File: config.mk
export PLATFORM = sky130hd
export DESIGN_NAME = instr_mem_loader
export DESIGN_NICKNAME = d
export VERILOG_FILES = /design/src/rtl/instr_loader_pkg.sv /design/src/rtl/loader_word_packer.sv /design/src/rtl/instr_mem_loader.sv
export SDC_FILE = /design/constraint.sdc
export NUM_CORES = 1
export LEC_CHECK = 0
export ABC_AREA = 1
export BUFFER_PORTS_ARGS = -buffer_cell sky130_fd_sc_hd__buf_2
export CAP_MARGIN = 20
export CORE_UTILIZATION = 29
export DETAILED_ROUTE_END_ITERATION = 6
export GPL_ROUTABILITY_DRIVEN = 0
export HOLD_SLACK_MARGIN = 0.1
export PLACE_DENSITY = 0.5
export SYNTH_ARGS = -nofsm -noshare
export SYNTH_HDL_FRONTEND = slang
export SYNTH_SLANG_ARGS = --single-unit
File: constraint.sdc
create_clock -name clk -period 1.9 [get_ports clk]
set_input_delay 0.38 -clock clk [delete_from_list [all_inputs] [get_ports clk]]
set_output_delay 0.38 -clock clk [all_outputs]
set_load 0.02 [all_outputs]
File: src/rtl/instr_loader_pkg.sv
// Shared types and frame constants for the instruction-memory loader.
package instr_loader_pkg;

  // Loader FSM states
  typedef enum logic [2:0] {
    ST_IDLE   = 3'd0,
    ST_LEN_HI = 3'd1,
    ST_LEN_LO = 3'd2,
    ST_DATA   = 3'd3,
    ST_CHECK  = 3'd4,
    ST_DONE   = 3'd5,
    ST_ERR    = 3'd6
  } state_e;

  // Frame layout: header length bytes, bytes per word, trailing checksum bytes
  localparam int unsigned LEN_BYTES      = 2;
  localparam int unsigned BYTES_PER_WORD = 4;
  localparam int unsigned CHK_BYTES      = 1;

  // The stream is only accepted while a frame is being parsed
  function automatic logic state_accepts_byte(input state_e s);
    logic acc;
    case (s)
      ST_LEN_HI, ST_LEN_LO, ST_DATA, ST_CHECK: acc = 1'b1;
      default:                                 acc = 1'b0;
    endcase
    return acc;
  endfunction

  // Total bytes on the wire for a frame announcing len_words words
  function automatic logic [31:0] frame_bytes(input logic [15:0] len_words);
    return 32'(LEN_BYTES) + ({16'd0, len_words} * 32'(BYTES_PER_WORD)) + 32'(CHK_BYTES);
  endfunction

endpackage

File: src/rtl/loader_word_packer.sv
// Packs a byte stream into big-endian 32-bit words and keeps a running XOR.
module loader_word_packer
  import instr_loader_pkg::*;
(
  input  logic        clk,
  input  logic        rst,
  input  logic        clear_i,
  input  logic        byte_stb_i,
  input  logic [7:0]  byte_i,
  output logic [31:0] word_o,
  output logic        word_valid_o,
  output logic [7:0]  xor_o
);

  localparam logic [1:0] LAST_BYTE = 2'(BYTES_PER_WORD - 1);

  logic [1:0]  cnt_q,   cnt_d;
  logic [23:0] shift_q, shift_d;
  logic [7:0]  xor_q,   xor_d;

  // The 4th byte completes the word in the same cycle it is strobed in
  assign word_o       = {shift_q, byte_i};
  assign word_valid_o = byte_stb_i & ~clear_i & (cnt_q == LAST_BYTE);
  assign xor_o        = xor_q;

  // Next-state for byte counter, shift register and checksum
  always_comb begin
    cnt_d   = cnt_q;
    shift_d = shift_q;
    xor_d   = xor_q;
    if (clear_i) begin
      cnt_d   = 2'd0;
      shift_d = 24'd0;
      xor_d   = 8'd0;
    end else if (byte_stb_i) begin
      cnt_d   = cnt_q + 2'd1;
      shift_d = {shift_q[15:0], byte_i};
      xor_d   = xor_q ^ byte_i;
    end else begin
      cnt_d   = cnt_q;
    end
  end

  // Packer state registers with synchronous reset
  always_ff @(posedge clk) begin
    if (rst) begin
      cnt_q   <= 2'd0;
      shift_q <= 24'd0;
      xor_q   <= 8'd0;
    end else begin
      cnt_q   <= cnt_d;
      shift_q <= shift_d;
      xor_q   <= xor_d;
    end
  end

endmodule

File: src/rtl/instr_mem_loader.sv
// Framed byte-stream program loader: writes words to instruction memory and
// releases the processor reset only after a checksum-verified image.
module instr_mem_loader
  import instr_loader_pkg::*;
#(
  parameter logic [31:0] BASE_ADDR = 32'h0000_0000,
  parameter int unsigned MAX_WORDS = 256
) (
  input  logic        clk,
  input  logic        rst,
  input  logic        start,
  input  logic        in_valid,
  input  logic [7:0]  in_data,
  output logic        in_ready,
  output logic        mem_we,
  output logic [31:0] mem_addr,
  output logic [31:0] mem_wdata,
  output logic        cpu_rst_n,
  output logic        done,
  output logic        error
);

  localparam logic [16:0] MAX_WORDS_W = 17'(MAX_WORDS);

  state_e      state_q, state_d;
  logic [15:0] len_q, len_d;
  logic [15:0] word_idx_q, word_idx_d;
  logic        mem_we_q, mem_we_d;
  logic [31:0] mem_addr_q, mem_addr_d;
  logic [31:0] mem_wdata_q, mem_wdata_d;
  logic        done_q, done_d;
  logic        error_q, error_d;
  logic        cpu_rst_n_q, cpu_rst_n_d;

  logic        byte_fire_s;
  logic        data_stb_s;
  logic        pack_clear_s;
  logic [31:0] word_s;
  logic        word_valid_s;
  logic [7:0]  chk_s;
  logic [15:0] len_full_s;

  assign in_ready    = state_accepts_byte(state_q);
  assign byte_fire_s = in_valid & in_ready;
  assign data_stb_s  = byte_fire_s & (state_q == ST_DATA);
  assign len_full_s  = {len_q[15:8], in_data};

  loader_word_packer u_packer (
    .clk          (clk),
    .rst          (rst),
    .clear_i      (pack_clear_s),
    .byte_stb_i   (data_stb_s),
    .byte_i       (in_data),
    .word_o       (word_s),
    .word_valid_o (word_valid_s),
    .xor_o        (chk_s)
  );

  // FSM next-state, write generation and status decode
  always_comb begin
    state_d      = state_q;
    len_d        = len_q;
    word_idx_d   = word_idx_q;
    mem_we_d     = 1'b0;
    mem_addr_d   = mem_addr_q;
    mem_wdata_d  = mem_wdata_q;
    pack_clear_s = 1'b0;

    case (state_q)
      ST_IDLE, ST_DONE, ST_ERR: begin
        if (start) begin
          state_d      = ST_LEN_HI;
          word_idx_d   = 16'd0;
          pack_clear_s = 1'b1;
        end else begin
          state_d = state_q;
        end
      end
      ST_LEN_HI: begin
        if (byte_fire_s) begin
          len_d   = {in_data, len_q[7:0]};
          state_d = ST_LEN_LO;
        end else begin
          state_d = state_q;
        end
      end
      ST_LEN_LO: begin
        if (byte_fire_s) begin
          len_d = len_full_s;
          if ((len_full_s == 16'd0) || ({1'b0, len_full_s} > MAX_WORDS_W)) begin
            state_d = ST_ERR;
          end else begin
            state_d = ST_DATA;
          end
        end else begin
          state_d = state_q;
        end
      end
      ST_DATA: begin
        if (word_valid_s) begin
          mem_we_d    = 1'b1;
          mem_addr_d  = BASE_ADDR + {14'd0, word_idx_q, 2'b00};
          mem_wdata_d = word_s;
          word_idx_d  = word_idx_q + 16'd1;
          if (word_idx_q == (len_q - 16'd1)) begin
            state_d = ST_CHECK;
          end else begin
            state_d = state_q;
          end
        end else begin
          state_d = state_q;
        end
      end
      ST_CHECK: begin
        if (byte_fire_s) begin
          state_d = (in_data == chk_s) ? ST_DONE : ST_ERR;
        end else begin
          state_d = state_q;
        end
      end
      default: begin
        state_d = ST_IDLE;
      end
    endcase

    // Status follows the state being entered so it is valid one cycle later
    done_d      = (state_d == ST_DONE);
    cpu_rst_n_d = (state_d == ST_DONE);
    error_d     = (state_d == ST_ERR);
  end

  // State and output registers; reset also cancels any pending write
  always_ff @(posedge clk) begin
    if (rst) begin
      state_q     <= ST_IDLE;
      len_q       <= 16'd0;
      word_idx_q  <= 16'd0;
      mem_we_q    <= 1'b0;
      mem_addr_q  <= 32'd0;
      mem_wdata_q <= 32'd0;
      done_q      <= 1'b0;
      error_q     <= 1'b0;
      cpu_rst_n_q <= 1'b0;
    end else begin
      state_q     <= state_d;
      len_q       <= len_d;
      word_idx_q  <= word_idx_d;
      mem_we_q    <= mem_we_d;
      mem_addr_q  <= mem_addr_d;
      mem_wdata_q <= mem_wdata_d;
      done_q      <= done_d;
      error_q     <= error_d;
      cpu_rst_n_q <= cpu_rst_n_d;
    end
  end

  assign mem_we    = mem_we_q;
  assign mem_addr  = mem_addr_q;
  assign mem_wdata = mem_wdata_q;
  assign done      = done_q;
  assign error     = error_q;
  assign cpu_rst_n = cpu_rst_n_q;

endmodule

Word-level counts from Yosys, hierarchy flattened
Cells that the tools add are included.

Register bits: 120. Input port bits: 12. Output and inout port bits: 69. Word-level logic and storage cells: 69.

$lt $le $gt $ge: 1. Multiplexer cells: 19. Equal/unequal tests: 13. Reduce and logical (&&, ||, !) cells: 12. Add/subtract/negate cells: 3. Bitwise gates (word level): 9.

Operators by type and width (number): 16-bit one-hot mux with 2 select lines (2); 16-bit 2-to-1 mux (3); 3-bit 2-to-1 mux (7); 16-bit by 1-bit adder with 16-bit output, second input constant (1); 16-bit equality test (1); 16-bit by 9-bit greater-than comparator with 1-bit output, second input constant (1); 16-bit logical NOT (1); 16-bit by 1-bit subtractor with 16-bit output, second input constant (1); 3-bit equality test, second input constant (5); 3-bit one-hot mux with 5 select lines (1); 3-bit AND reduction (3); 8-bit equality test (1); 8-bit 2-to-1 mux (1); 8-bit bitwise XOR (1); 3-bit by 2-bit equality test with 1-bit output, second input constant (2); 1-bit AND (4); 1-bit 2-to-1 mux (4); 1-bit inverter (4); 2-bit OR reduction (2); 4-bit OR reduction (1); 3-bit by 1-bit equality test with 1-bit output, second input constant (1); 3-bit logical NOT (1); 3-bit OR reduction (1); 2-bit by 1-bit adder with 2-bit output, second input constant (1); 7 further kinds (7).

Logic depth before layout (Yosys ltp)
Depth in word-level cells: 10. Depth in mapped cells: 16.

Cells and area by module
Synthesis repeated with hierarchy kept, for this count alone.

Cell total of the unflattened synthesis: 775. Area total of the unflattened synthesis: 5671.7 um^2.

By module, submodules not included: instr_mem_loader (area an instance 4281.6 um^2, instances 1, cells each 607, sequential area each 1721.7 um^2); loader_word_packer (area an instance 1390.1 um^2, instances 1, cells each 168, sequential area each 680.7 um^2).

Worst setup path after synthesis
OpenSTA, ideal clock, no wires.

Path type: register to register. From: register len_q[0]. To: register error_q (netlist: error). Buffers on the path: 0. Path slack: 0.185 ns. Required time: 1.836 ns. Stages on the path, launching flop included: 14. Clock period less this slack: 1.715 ns. Arrival: 1.651 ns. Path through: dfxtp_1 inv_1 ha_1 nand2_1 nor2_1 xnor2_1 nand2_1 nor2_1 nand2_1 nor2_1 nand2_1 nand2_1 nand3_1 nor2_1.

Cells in the longest elaborated chain, start to end: 6.

RTL lines: start, declared (line instr_mem_loader.sv:26) `logic [15:0] len_q, len_d;`; start signal, assigned (line instr_mem_loader.sv:146) `len_q <= len_d;`; 16-bit by 1-bit subtractor with 16-bit output (line instr_mem_loader.sv:105) `if (word_idx_q == (len_q - 16'd1)) begin`; 16-bit equality test (line instr_mem_loader.sv:105); 3-bit 2-to-1 mux (line instr_mem_loader.sv:105); 3-bit 2-to-1 mux (line instr_mem_loader.sv:100) `if (word_valid_s) begin`; 3-bit one-hot mux with 5 select lines (line instr_mem_loader.sv:69) `case (state_q)`; 3-bit equality test (line instr_mem_loader.sv:129) `error_d = (state_d == ST_ERR);`; end signal, assigned (line instr_mem_loader.sv:152) `error_q <= error_d;`; end, declared (line instr_mem_loader.sv:32) `logic error_q, error_d;`.

No other way between the ends. A chain may end at the register's enable or synchronous reset.

Worst setup path in the final report
From: register len_q[1]. To: register error_q (netlist: error).

Same word-level chain as after synthesis.

==> results by group <==
Cells and area
  – Synthesis-to-finish area growth: 29.26%
  – Final nets: 938
  – Share of cells above drive strength 1: 21.28%
  – Antenna diodes: 0

Global routing
  – All-Layer GR Usage: ~18%
  – Largest net degree at the start of global routing: 44
  – Vias in the first global route: 5,181
  – Global-route wire length before repair: 27,340 um
  – Grt ovf: 0
  – Initial antenna violation count: 0

CTS
  – CTS tree: done
  – Clock buffer depth: 2
  – CTS Buf Count: 17
  – Total clock sinks: 120
  – Root buffer selected by CTS: clkbuf_16
  – CTS H-tree lvls: 4
  – Clk slew on worst S/H paths: 60 ps
  – Post-cts hold buffer count: 0
  – Clock latency on the worst-skew pair: 420 ps

Synth
  – Post-Syn Instances: 825
  – Yosys cell types: 30
  – Post-Syn Area per Cell: 6.800 sq um
  – Asr flop ratio synth: 0%
  – Post-synth top area share: 42.82%
  – Most used DFF post-synth: dfxtp_1
  – Largest cells by area after synthesis: dfxtp_1 (43%), nand2_1 (13%), nor2_1 (8.9%), a21oi_1 (7.0%), o21ai_0 (6.1%)
  – Yosys top cell by area: dfxtp_1
  – EDFF count, synth: 0
  – Post-Syn Area: 0.005610 sq mm
  – Yosys warning total: 0
  – Post-synthesis register bit count: 120
  – Post-synthesis sequential area ratio: a little over two fifths

Power
  – Switching Power: 0.002194 W
  – Static Leak: 3.321 nW
  – Clock power frac: ~48%
  – Pwr/cell area: 1048 mW/mm^2
  – VDD IR-drop max: 0.0006243 V
  – Combinational share of power: 17.8%
  – Switching share of power: 28.87%
  – Flop pwr share: 34.4%
  – P_int: 0.005406 W

Status
  – Status: finished, final reports clean

Die
  – Ports: 81
  – Site Rows: 50
  – Die area: 0.01991 sq mm
  – Core ar.: ~0.019 sq mm
  – Die height: 141.1 um
  – Initial Utilization: 29.79%
  – Die X: ~140 um

Setup path
  – Kind of end point of the critical path: register
  – Worst EP arrival: approximately 2200 ps
  – Crit path launch type: register
  – Worst-path maximum fanout: 3
  – WS Path Type: register to register
  – Crit path required time: 2260 ps

Placed design
  – Post-DP HPWL: 12,240 um
  – Place WS: -35.29 ps
  – PortBufs: 64

STA
  – Final setup viols: 0
  – Min Tclk post-route: 1816 ps
  – Setup tns final: 0 ps
  – F_max: 550.6 MHz
  – Tcrit/Tclk final: 95.58%
  – Hold Vio Cnt, Final: 0
  – Unrepaired setup endpoints after global routing: yes
  – Clock skew: 8.809 ps
  – Final worst setup slack: roughly 84 ps
  – Slew Viols, Final: 0

Routing
  – Routed len/inst: 14.04 um
  – DR DRC count: 0
  – DRT Wirelength: 16,770 um
  – Via/cell ratio: 4.540
  – DR pass1 iterations: 4
  – DRT antenna net count: 0
  – Drt initial violations: 360
  – DR vias: 5,425

Run
  – Max-cap viol count: 0

Min path
  – HP Class: input port to register
==> final cells by class <==
cell class,instances,area (sq um)
timing repair buffer,112,730.7
multi-input combinational,600,2858
sequential,120,2410
clock inverter,13,215.2
clock buffer,18,439.2
inverter,72,274.0
tap,260,325.3
fill,2002,11580
==> power by group through the flow <==
stage / Clock (W) / Combinational (W) / Sequential [W]
after floorplan: 0 / 0.000901 / 0.00265
after global placement: 0 / 0.00128 / 0.00267
after detailed placement: 0 / 0.00127 / 0.00266
after CTS: 0.00370 / 0.00129 / 0.00261
after global routing: 0.00380 / 0.00154 / 0.00262
final: 0.00363 / 0.00135 / 0.00262
==> flip-flops by register name (all words and copies together) (netlist names) <==
signal            cells
state_q               3
mem_we                1
u_packer.cnt_q        2
mem_addr             16
len_q                16
cpu_rst_n             1
u_packer.xor_o        8
u_packer.shift_q     24
error                 1
word_idx_q           16
mem_wdata            32
==> worst max-delay path, stage by stage, from the launching register on <==
cell,delay (ps)
dfxtp_2,330
inv_2,50
ha_4,260
inv_2,20
nand2_1,50
nand2_1,50
nor2_2,100
nand2_1,70
nor2_2,120
nand3_1,80
nor2_1,110
nand2_1,60
nor2_1,90
nand3_1,100
nand2_1,100
nand2_2,60
nor2_1,110
==> worst paths after layout <==
| path | startpoint | endpoint | slack [ps] | cells after the start |
|---|---|---|---|---|
| hold / removal | in_data[0] | u_packer.shift_q[0] | 300 | 3 |
| setup reg to reg | len_q[1] | error | 80 | 16 |
| hold reg to reg | u_packer.shift_q[16] | u_packer.shift_q[16] | 460 | 2 |
| setup / recovery | len_q[1] | error | 80 | 16 |
==> metrics by stage <==
| stage | instance area, sq um | instances | total power [W] | hold slack [ps] | util (%) |
|---|---|---|---|---|---|
| after CTS | 7134 | 1194 | 0.007595 | 292.3 | 37.89 |
| final | 7252 | 1195 | 0.007600 | 299.9 | 38.51 |
| after floorplan | 5667 | 840 | 0.003555 | 441.3 | - |
| after detailed placement | 6465 | 1163 | 0.003936 | 459.7 | 34.33 |
| after global placement | 6465 | 1163 | 0.003946 | 457.0 | 34.33 |
| after global routing | 7252 | 1195 | 0.007960 | 311.4 | 38.51 |
==> synth_stat cells, drive strengths merged (3+ instances only) <==
library cell / n
a211oi: 6
ha: 3
buf: 25
dfxtp: 120
inv: 71
xnor2: 7
nand4: 4
nor3: 15
o21ai: 71
clkbuf: 23
nand3b: 4
nand3: 48
a21oi: 79
nor2: 138
xor2: 9
nand2: 198
==> layout by cell type (no fill, tap or decap), types with 19 or more instances in the layout <==
cell type	instances
nor2_1	114
nand2_1	188
buf_2	64
a21oi_1	79
dfxtp_1	114
inv_1	63
o21ai_0	66
buf_4	44
nor2_2	19
nand3_1	46
==> routing by layer <==
metal,vias up,GRT usage (%),wire length (um)
met1,2448,24.85,8567
met2,143,26.21,7198
li1,2813,-,-
met4,0,7.437,287
met5,-,0,0
met3,21,3.668,718
==> cells by family (layout without fill, tap and decap cells) <==
group	count (synthesis)	after routing	synth area share [%]
xor+xnor	16	16	2.498
simple gates	408	408	30.29
compound gates	157	157	14.38
flops	120	120	42.82
buf+inv	120	215	9.277
fa+ha+maj	3	3	0.6691
other cells	1	16	0.06684
==> what timing repair did <==
item | in CTS | in global routing
pin swaps | 1 | 12
gates resized for setup | 5 | 43
endpoints found under the setup margin | 2 | 18
buffers inserted | 0 | 1
No activity file was read; power rests on OpenSTA's default activity.
